==> src/rtl/axis_pixel_streamer_pkg.sv <==
// ---------------------------------------------------------------------------
// pix_stream_pkg
// Shared definitions for the AXI-Stream pixel streamer:
//   - default parameter values (data width, FIFO depth, frame-length width)
//   - FSM state encoding
//   - pointer-width helper for the wrap-bit FIFO
// Optional feature macro used elsewhere in this slice: PIX_STREAM_TLAST_EN.
// ---------------------------------------------------------------------------
package pix_stream_pkg;

    localparam int DEF_DATA_WIDTH = 32;
    localparam int DEF_FIFO_DEPTH = 16;
    localparam int DEF_LEN_W      = 16;

    typedef enum logic [1:0] {
        IDLE   = 2'd0,
        STREAM = 2'd1,
        DONE   = 2'd2
    } pix_state_e;

    // Address bits plus one wrap bit, so full and empty are distinguishable.
    function automatic int ptr_w(input int depth);
        return $clog2(depth) + 1;
    endfunction

endpackage

==> src/rtl/axis_pixel_streamer_if.sv <==
// ---------------------------------------------------------------------------
// axis_pixel_streamer_if
// AXI-Stream bus between the pixel streamer (master) and a downstream IP
// (slave).
//   valid : beat valid            (master -> slave)
//   data  : pixel word            (master -> slave)
//   last  : last beat of a frame  (master -> slave, only with
//           PIX_STREAM_TLAST_EN defined)
//   ready : downstream ready      (slave -> master)
// ---------------------------------------------------------------------------
interface axis_pixel_streamer_if #(
    parameter int DATA_WIDTH = 32
);
    logic                  valid;
    logic [DATA_WIDTH-1:0] data;
    logic                  ready;
`ifdef PIX_STREAM_TLAST_EN
    logic                  last;
`endif

    modport master (
        output valid,
        output data,
`ifdef PIX_STREAM_TLAST_EN
        output last,
`endif
        input  ready
    );

    modport slave (
        input  valid,
        input  data,
`ifdef PIX_STREAM_TLAST_EN
        input  last,
`endif
        output ready
    );
endinterface

==> src/rtl/axis_pixel_streamer_fifo.sv <==
// ---------------------------------------------------------------------------
// pix_stream_fifo
// Synchronous FIFO with wrap-bit pointers that buffers pixel words between
// the write path and the streaming output register.
// Ports:
//   clk, rst_n   : clock, asynchronous active-low reset
//   push, push_data : write request and word; ignored while full
//   pop          : consume the head entry (ignored while empty)
//   head_data    : current head entry (valid when !empty)
//   full, empty  : occupancy flags
//   overflow     : sticky, set by a push attempted while full
//   level        : current occupancy, 0..DEPTH
// ---------------------------------------------------------------------------
module pix_stream_fifo
    import pix_stream_pkg::*;
#(
    parameter int DATA_WIDTH = DEF_DATA_WIDTH,
    parameter int DEPTH      = DEF_FIFO_DEPTH
) (
    input  logic                     clk,
    input  logic                     rst_n,
    input  logic                     push,
    input  logic [DATA_WIDTH-1:0]    push_data,
    input  logic                     pop,
    output logic [DATA_WIDTH-1:0]    head_data,
    output logic                     full,
    output logic                     empty,
    output logic                     overflow,
    output logic [ptr_w(DEPTH)-1:0]  level
);
    localparam int AW    = $clog2(DEPTH);
    localparam int PTR_W = ptr_w(DEPTH);

    logic [DATA_WIDTH-1:0] mem [DEPTH];
    logic [PTR_W-1:0]      wptr, rptr;
    logic                  do_push, do_pop;

    assign full      = (wptr[AW-1:0] == rptr[AW-1:0]) && (wptr[AW] != rptr[AW]);
    assign empty     = (wptr == rptr);
    assign level     = wptr - rptr;
    assign head_data = mem[rptr[AW-1:0]];

    // Full is judged on the registered pointers: a same-cycle pop does not
    // open a slot for the incoming word.
    assign do_push = push & ~full;
    assign do_pop  = pop & ~empty;

    always_ff @(posedge clk) begin
        if (do_push) mem[wptr[AW-1:0]] <= push_data;
    end

    always_ff @(posedge clk or negedge rst_n) begin
        if (!rst_n) begin
            wptr     <= '0;
            rptr     <= '0;
            overflow <= 1'b0;
        end else begin
            if (do_push)     wptr     <= wptr + PTR_W'(1);
            if (do_pop)      rptr     <= rptr + PTR_W'(1);
            if (push & full) overflow <= 1'b1;
        end
    end

endmodule

==> src/rtl/axis_pixel_streamer.sv <==
// ---------------------------------------------------------------------------
// axis_pixel_streamer
// AXI-Stream master that emits buffered pixel words as fixed-length frames.
// Words written via wr_en/wr_data are queued in pix_stream_fifo; a frame FSM
// (IDLE -> STREAM -> DONE) moves frame_len beats through a single output
// register onto m_axis.
// Ports:
//   axi_clk, axi_reset_n : clock, asynchronous active-low reset
//   wr_en, wr_data       : enqueue one pixel word
//   wr_full, wr_overflow : FIFO full, sticky dropped-write flag
//   en, frame_len        : start a frame (checked in IDLE only)
//   m_axis               : AXI-Stream master port (valid/data/ready[/last])
//   frame_done           : one-cycle pulse after a frame's last beat is taken
//   fifo_level           : FIFO occupancy
// Build option: define PIX_STREAM_TLAST_EN to add m_axis.last.
// ---------------------------------------------------------------------------
module axis_pixel_streamer
    import pix_stream_pkg::*;
#(
    parameter int DATA_WIDTH = DEF_DATA_WIDTH,
    parameter int FIFO_DEPTH = DEF_FIFO_DEPTH,
    parameter int LEN_W      = DEF_LEN_W
) (
    input  logic                         axi_clk,
    input  logic                         axi_reset_n,
    input  logic                         wr_en,
    input  logic [DATA_WIDTH-1:0]        wr_data,
    output logic                         wr_full,
    output logic                         wr_overflow,
    input  logic                         en,
    input  logic [LEN_W-1:0]             frame_len,
    axis_pixel_streamer_if.master        m_axis,
    output logic                         frame_done,
    output logic [$clog2(FIFO_DEPTH):0]  fifo_level
);
    pix_state_e            state;
    logic [LEN_W-1:0]      len_q;
    logic [LEN_W-1:0]      beat_cnt;   // beats accepted downstream
    logic [LEN_W-1:0]      load_cnt;   // beats loaded into the output register
    logic                  valid_q;
    logic [DATA_WIDTH-1:0] data_q;
    logic [DATA_WIDTH-1:0] head_data;
    logic                  fifo_empty;
    logic                  hs, load;

    pix_stream_fifo #(
        .DATA_WIDTH (DATA_WIDTH),
        .DEPTH      (FIFO_DEPTH)
    ) u_fifo (
        .clk       (axi_clk),
        .rst_n     (axi_reset_n),
        .push      (wr_en),
        .push_data (wr_data),
        .pop       (load),
        .head_data (head_data),
        .full      (wr_full),
        .empty     (fifo_empty),
        .overflow  (wr_overflow),
        .level     (fifo_level)
    );

    assign hs = valid_q & m_axis.ready;

    // Refill the output register when it is free or being drained this cycle,
    // but never past the frame length so the next frame's words stay queued.
    assign load = (~valid_q | hs) & ~fifo_empty & (state == STREAM) & (load_cnt < len_q);

    assign m_axis.valid = valid_q;
    assign m_axis.data  = data_q;

`ifdef PIX_STREAM_TLAST_EN
    logic last_q;
    assign m_axis.last = last_q;

    always_ff @(posedge axi_clk or negedge axi_reset_n) begin
        if (!axi_reset_n)  last_q <= 1'b0;
        else if (load)     last_q <= (load_cnt == len_q - LEN_W'(1));
    end
`endif

    always_ff @(posedge axi_clk or negedge axi_reset_n) begin
        if (!axi_reset_n) begin
            state      <= IDLE;
            len_q      <= '0;
            beat_cnt   <= '0;
            load_cnt   <= '0;
            valid_q    <= 1'b0;
            data_q     <= '0;
            frame_done <= 1'b0;
        end else begin
            frame_done <= 1'b0;

            if (load) begin
                data_q   <= head_data;
                valid_q  <= 1'b1;
                load_cnt <= load_cnt + LEN_W'(1);
            end else if (hs) begin
                valid_q  <= 1'b0;
            end

            case (state)
                IDLE: begin
                    if (en && (frame_len != '0)) begin
                        len_q    <= frame_len;
                        beat_cnt <= '0;
                        load_cnt <= '0;
                        state    <= STREAM;
                    end
                end
                STREAM: begin
                    if (hs) begin
                        beat_cnt <= beat_cnt + LEN_W'(1);
                        if (beat_cnt == len_q - LEN_W'(1)) begin
                            state      <= DONE;
                            frame_done <= 1'b1;
                        end
                    end
                end
                DONE:    state <= IDLE;
                default: state <= IDLE;
            endcase
        end
    end

endmodule
==> src/flat_wrapper.sv <==
// flat-port wrapper written by rule: the top's interface ports become plain ports
module axis_pixel_streamer_flat import pix_stream_pkg::*;
#(
    parameter int DATA_WIDTH = DEF_DATA_WIDTH,
    parameter int FIFO_DEPTH = DEF_FIFO_DEPTH,
    parameter int LEN_W      = DEF_LEN_W
)
  (axi_clk, axi_reset_n, wr_en, wr_data, wr_full, wr_overflow, en, frame_len, frame_done, fifo_level, m_axis_valid, m_axis_data, m_axis_ready);
  axis_pixel_streamer_if #(.DATA_WIDTH(DATA_WIDTH)) m_axis_i ();
  input  logic axi_clk;
  input  logic axi_reset_n;
  input  logic wr_en;
  input  logic [DATA_WIDTH-1:0] wr_data;
  output logic wr_full;
  output logic wr_overflow;
  input  logic en;
  input  logic [LEN_W-1:0] frame_len;
  output logic frame_done;
  output logic [$clog2(FIFO_DEPTH):0] fifo_level;
  output wire logic [$bits(m_axis_i.valid)-1:0] m_axis_valid;
  output wire logic [$bits(m_axis_i.data)-1:0] m_axis_data;
  input wire logic [$bits(m_axis_i.ready)-1:0] m_axis_ready;
  assign m_axis_valid = m_axis_i.valid;
  assign m_axis_data = m_axis_i.data;
  assign m_axis_i.ready = m_axis_ready;
  axis_pixel_streamer #(.DATA_WIDTH(DATA_WIDTH), .FIFO_DEPTH(FIFO_DEPTH), .LEN_W(LEN_W)) u_core (.axi_clk(axi_clk), .axi_reset_n(axi_reset_n), .wr_en(wr_en), .wr_data(wr_data), .wr_full(wr_full), .wr_overflow(wr_overflow), .en(en), .frame_len(frame_len), .m_axis(m_axis_i), .frame_done(frame_done), .fifo_level(fifo_level));
endmodule
==> config.mk <==
export PLATFORM = sky130hd
export DESIGN_NAME = axis_pixel_streamer_flat
export DESIGN_NICKNAME = d
export VERILOG_FILES = /design/src/rtl/axis_pixel_streamer_pkg.sv /design/src/rtl/axis_pixel_streamer_if.sv /design/src/rtl/axis_pixel_streamer_fifo.sv /design/src/rtl/axis_pixel_streamer.sv /design/src/flat_wrapper.sv
export SDC_FILE = /design/constraint.sdc
export NUM_CORES = 1
export LEC_CHECK = 0
export CAP_MARGIN = 20
export CORE_UTILIZATION = 45
export CTS_CLUSTER_DIAMETER = 30
export DETAILED_ROUTE_END_ITERATION = 6
export PLACE_DENSITY = 0.65
export SYNTH_ARGS = -nofsm -noshare
export SYNTH_HDL_FRONTEND = slang
export SYNTH_HIERARCHICAL = 1
export SYNTH_SLANG_ARGS = --single-unit
export TNS_END_PERCENT = 10
==> constraint.sdc <==
create_clock -name axi_clk -period 5.7 [get_ports axi_clk]
set_input_delay 1.71 -clock axi_clk [delete_from_list [all_inputs] [get_ports axi_clk]]
set_output_delay 1.71 -clock axi_clk [all_outputs]
set_load 0.005 [all_outputs]
==> results.toml <==
[outcome]
status = "complete, no violations"

[timing]
rsz0062_at_grt = "false"
tns_ns = 0
fmax_ghz = 0.211
slew_headroom = 0.252
finalSetupViolCount = 0
tightest_slew_ns = 1.12
drv_slew = 0
post-route-period-util = 0.833
finalHoldViolCount = 0
finalClockSkew_ns = 0.0328
min_period_ns = 4.75

[floorplanning]
initial_core_util = 0.458
placementRows = 85
io-pin-count = 94
chipWidth_um = 237
dieArea_um2 = 56100
coreArea_um2 = 54100
die_h_um = 237

[finish]
fillers = 4060
drive_gt1_frac = 0.219
diodes = 0
num-nets-final = 1630
syn_to_final_growth_pct = 22.2
final_core_utilization = 0.560

[global_routing]
use_met2 = 0.312
top_usage_layer = "met2"
grt_use_met3 = 0.0444
use_met1 = 0.273
grt_max_degree = 115
grt_overflow = 0
groute.usage.overall = 0.197
grt_pass1_vias = 14100
grt_pass1_wl_mm = 83.2
antenna_found_initial = 2

[cts]
cts_setup_buffers = 0
clockRootBuffer = "clkbuf_16"
clock-sinks = 607
clk_latency_ns = 0.66
cts_buffers = 114
cts_resized = 0
cts_tree = "yes"
clock_path_buffers = 3
htree_levels = 3
clkSlewWorstSetupHoldPaths_ns = 0.04
cts-hold-fix-buffers = 0

[yosys]
yosys_warnings = 6
ys.flop_type = "edfxtp_1"
syn_area_per_cell_um2 = 17.9
syn-num-nets = 1470
ys_types = 63
synth_edf_count = 512
ys_ff_latch = 607
synth_cells = 1389
async_flop_share = 0.157
ys_seq_area_frac = 0.716
synth_area_um2 = 24800

[worst_hold_path]
hold_path_class = "flop to flop"

[route]
drc_errors = 0
drt_iter0_drc = 1061
vias_per_cell = 5.71
drt-wirelength-per-cell_um = 23.0
first_pass_iters = 5
ant_nets = 0
vias = 13400
totalWireLength_mm = 53.8

[placed_design]
dp_hpwl_mm = 29.9
gp_congestion = 0.841
port_buffers = 93

[worst_setup_path]
crit_required_ns = 3.99
cp-end-kind = "output pin"
criticalPathCategory = "flop to output pin"
critPathLaunchType = "flop"
worstPathArrival_ns = 3.04
cp_max_fo = 20

[power_and_ir_drop]
clkPwrFrac = 0.401
p_leak_uw = 0.0106
p_int_uw = 11700
powerDensity_nw_per_um2 = 542
power.switching_uw = 4690
combPwrFrac = 0.249
switching_share = 0.285
pwr-share-seq = 0.349
ir_drop_uv = 362

[flow_run]
timing.max_cap.violations = 0
[final cells by class]
type	instances	area, um^2	area share
Sequential cell	607	17800	0.586
Multi-Input combinational cell	682	6580	0.217
Clock buffer	133	2970	0.0979
Timing Repair Buffer	117	1120	0.0370
Clock inverter	81	900	0.0297
Tap cell	696	871	0.0287
Inverter	27	101	0.00334
[synth_stat cells, drive strengths merged, types with 2 or more instances]
cell type | count | area (um^2)
ha | 27 | 338
xnor2 | 22 | 193
and4 | 6 | 52.6
mux4 | 96 | 2160
nor3 | 12 | 60.1
o31ai | 9 | 67.6
buf | 41 | 299
a31oi | 2 | 12.5
inv | 27 | 101
a211oi | 4 | 30.0
edfxtp | 512 | 15400
mux2 | 33 | 372
and2 | 9 | 56.3
nor2b | 4 | 25.0
nor2 | 31 | 116
a21oi | 21 | 105
nor4 | 9 | 62.6
a221oi | 33 | 289
a21o | 7 | 52.6
mux2i | 98 | 981
o211ai | 4 | 30.0
a21boi | 2 | 15.0
o21a | 2 | 15.0
and3 | 14 | 87.6
nor3b | 5 | 37.5
dfrtp | 95 | 2380
or4 | 10 | 78.8
nand2b | 6 | 37.5
nand4 | 11 | 68.8
xor2 | 27 | 236
nand3 | 18 | 90.1
o21ai | 97 | 485
nand2 | 37 | 139
o2111ai | 3 | 26.3
nand3b | 2 | 15.0
clkbuf | 32 | 120
or3 | 5 | 31.3
[worst max-delay path: stages, from the launching register on]
cell and delay, ns:
dfrtp_4 0.64, inv_1 0.18, fa_1 0.46, a21o_1 0.19, a21oi_1 0.18, xnor2_1 0.19, clkdlybuf4s50_1 0.55
[layer usage]
metal | vias up | part of all wire
li1 | 5944 | -
met1 | 6954 | 0.45
met2 | 387 | 0.48
met3 | 89 | 0.054
met4 | 4 | 0.019
met5 | - | 0.00058
[metrics by stage]
| step | instances | total power (uW) | hold WS, ns | setup WS, ns | instance area, um^2 |
|---|---|---|---|---|---|
| after floorplan | 1389 | 8540 | 0.451 | 0.909 | 24800 |
| after global placement | 2129 | 9890 | 0.442 | 1.38 | 26400 |
| after detailed placement | 2129 | 9960 | 0.445 | 1.32 | 26400 |
| after CTS | 2343 | 16600 | 0.453 | 0.897 | 30300 |
| after global routing | 2343 | 17100 | 0.480 | 0.792 | 30300 |
| final | 2343 | 16400 | 0.451 | 0.951 | 30300 |
[cell families (layout without fill, tap and decap cells)]
kind of cell    after synthesis  in the layout  share of synthesized area
simple gates                184            184                     0.0404
fa+ha+maj                    28             28                     0.0144
flops                       607            607                      0.716
buf+inv                     100            358                     0.0210
mux                         227            227                      0.142
xor+xnor                     49             49                     0.0173
compound gates              194            194                     0.0493
[registers in the layout, summed over array words and instances (netlist names)]
signal,flops
u_core/beat_cnt,16
u_core/len_q,16
u_core/u_fifo/wptr,5
u_core/load_cnt,16
u_core/u_fifo/rptr,5
u_core/u_fifo/mem,512
u_core/frame_done,1
u_core/u_fifo/overflow,1
u_core/m_axis.data,32
u_core/m_axis.valid,1
u_core/state,2
[path summary, 6_finish.rpt]
kind | start | endpoint | slack, ns | cells past startpoint
setup / recovery | u_core/u_fifo/rptr[1]$_DFFE_PN0P_ | fifo_level[4] | 0.95 | 6
hold / removal | u_core/u_fifo/overflow$_DFFE_PN0P_ | u_core/u_fifo/overflow$_DFFE_PN0P_ | 0.45 | 1
setup reg to reg | u_core/u_fifo/rptr[1]$_DFFE_PN0P_ | u_core/u_fifo/mem[12][9]$_DFFE_PP_ | 2.25 | 6
hold reg to reg | u_core/u_fifo/overflow$_DFFE_PN0P_ | u_core/u_fifo/overflow$_DFFE_PN0P_ | 0.45 | 1
max in group asynchronous | axi_reset_n | u_core/m_axis.data[18]$_DFFE_PN0N_ | 3.44 | 2
min in group asynchronous | axi_reset_n | u_core/frame_done$_DFF_PN0_ | 1.21 | 1
[placed cells by master (no fill, tap or decap), drive strengths merged, types with 7 or more instances in the layout]
cell type	n
or4	10
and2	9
clkdlybuf4s50	92
clkinv	52
dfrtp	95
mux4	96
xnor2	22
and3	14
ha	27
mux2i	98
a221oi	33
nor2	31
inv	31
clkinvlp	10
o31ai	9
nand4	11
nor3	12
xor2	27
buf	25
nand2	37
a21o	7
edfxtp	512
mux2	33
nor4	9
o21ai	97
nand3	18
bufinv	15
a21oi	21
clkbuf	133
[power by group through the flow]
| stage | Combinational, uW | Sequential (uW) | Clock (uW) |
|---|---|---|---|
| after detailed placement | 4150 | 5810 | 0 |
| final | 4100 | 5740 | 6590 |
| after CTS | 4170 | 5740 | 6690 |
| after floorplan | 2840 | 5710 | 0 |
| after global placement | 4110 | 5790 | 0 |
| after global routing | 4430 | 5790 | 6900 |
Power figures use the tool's default switching activity.
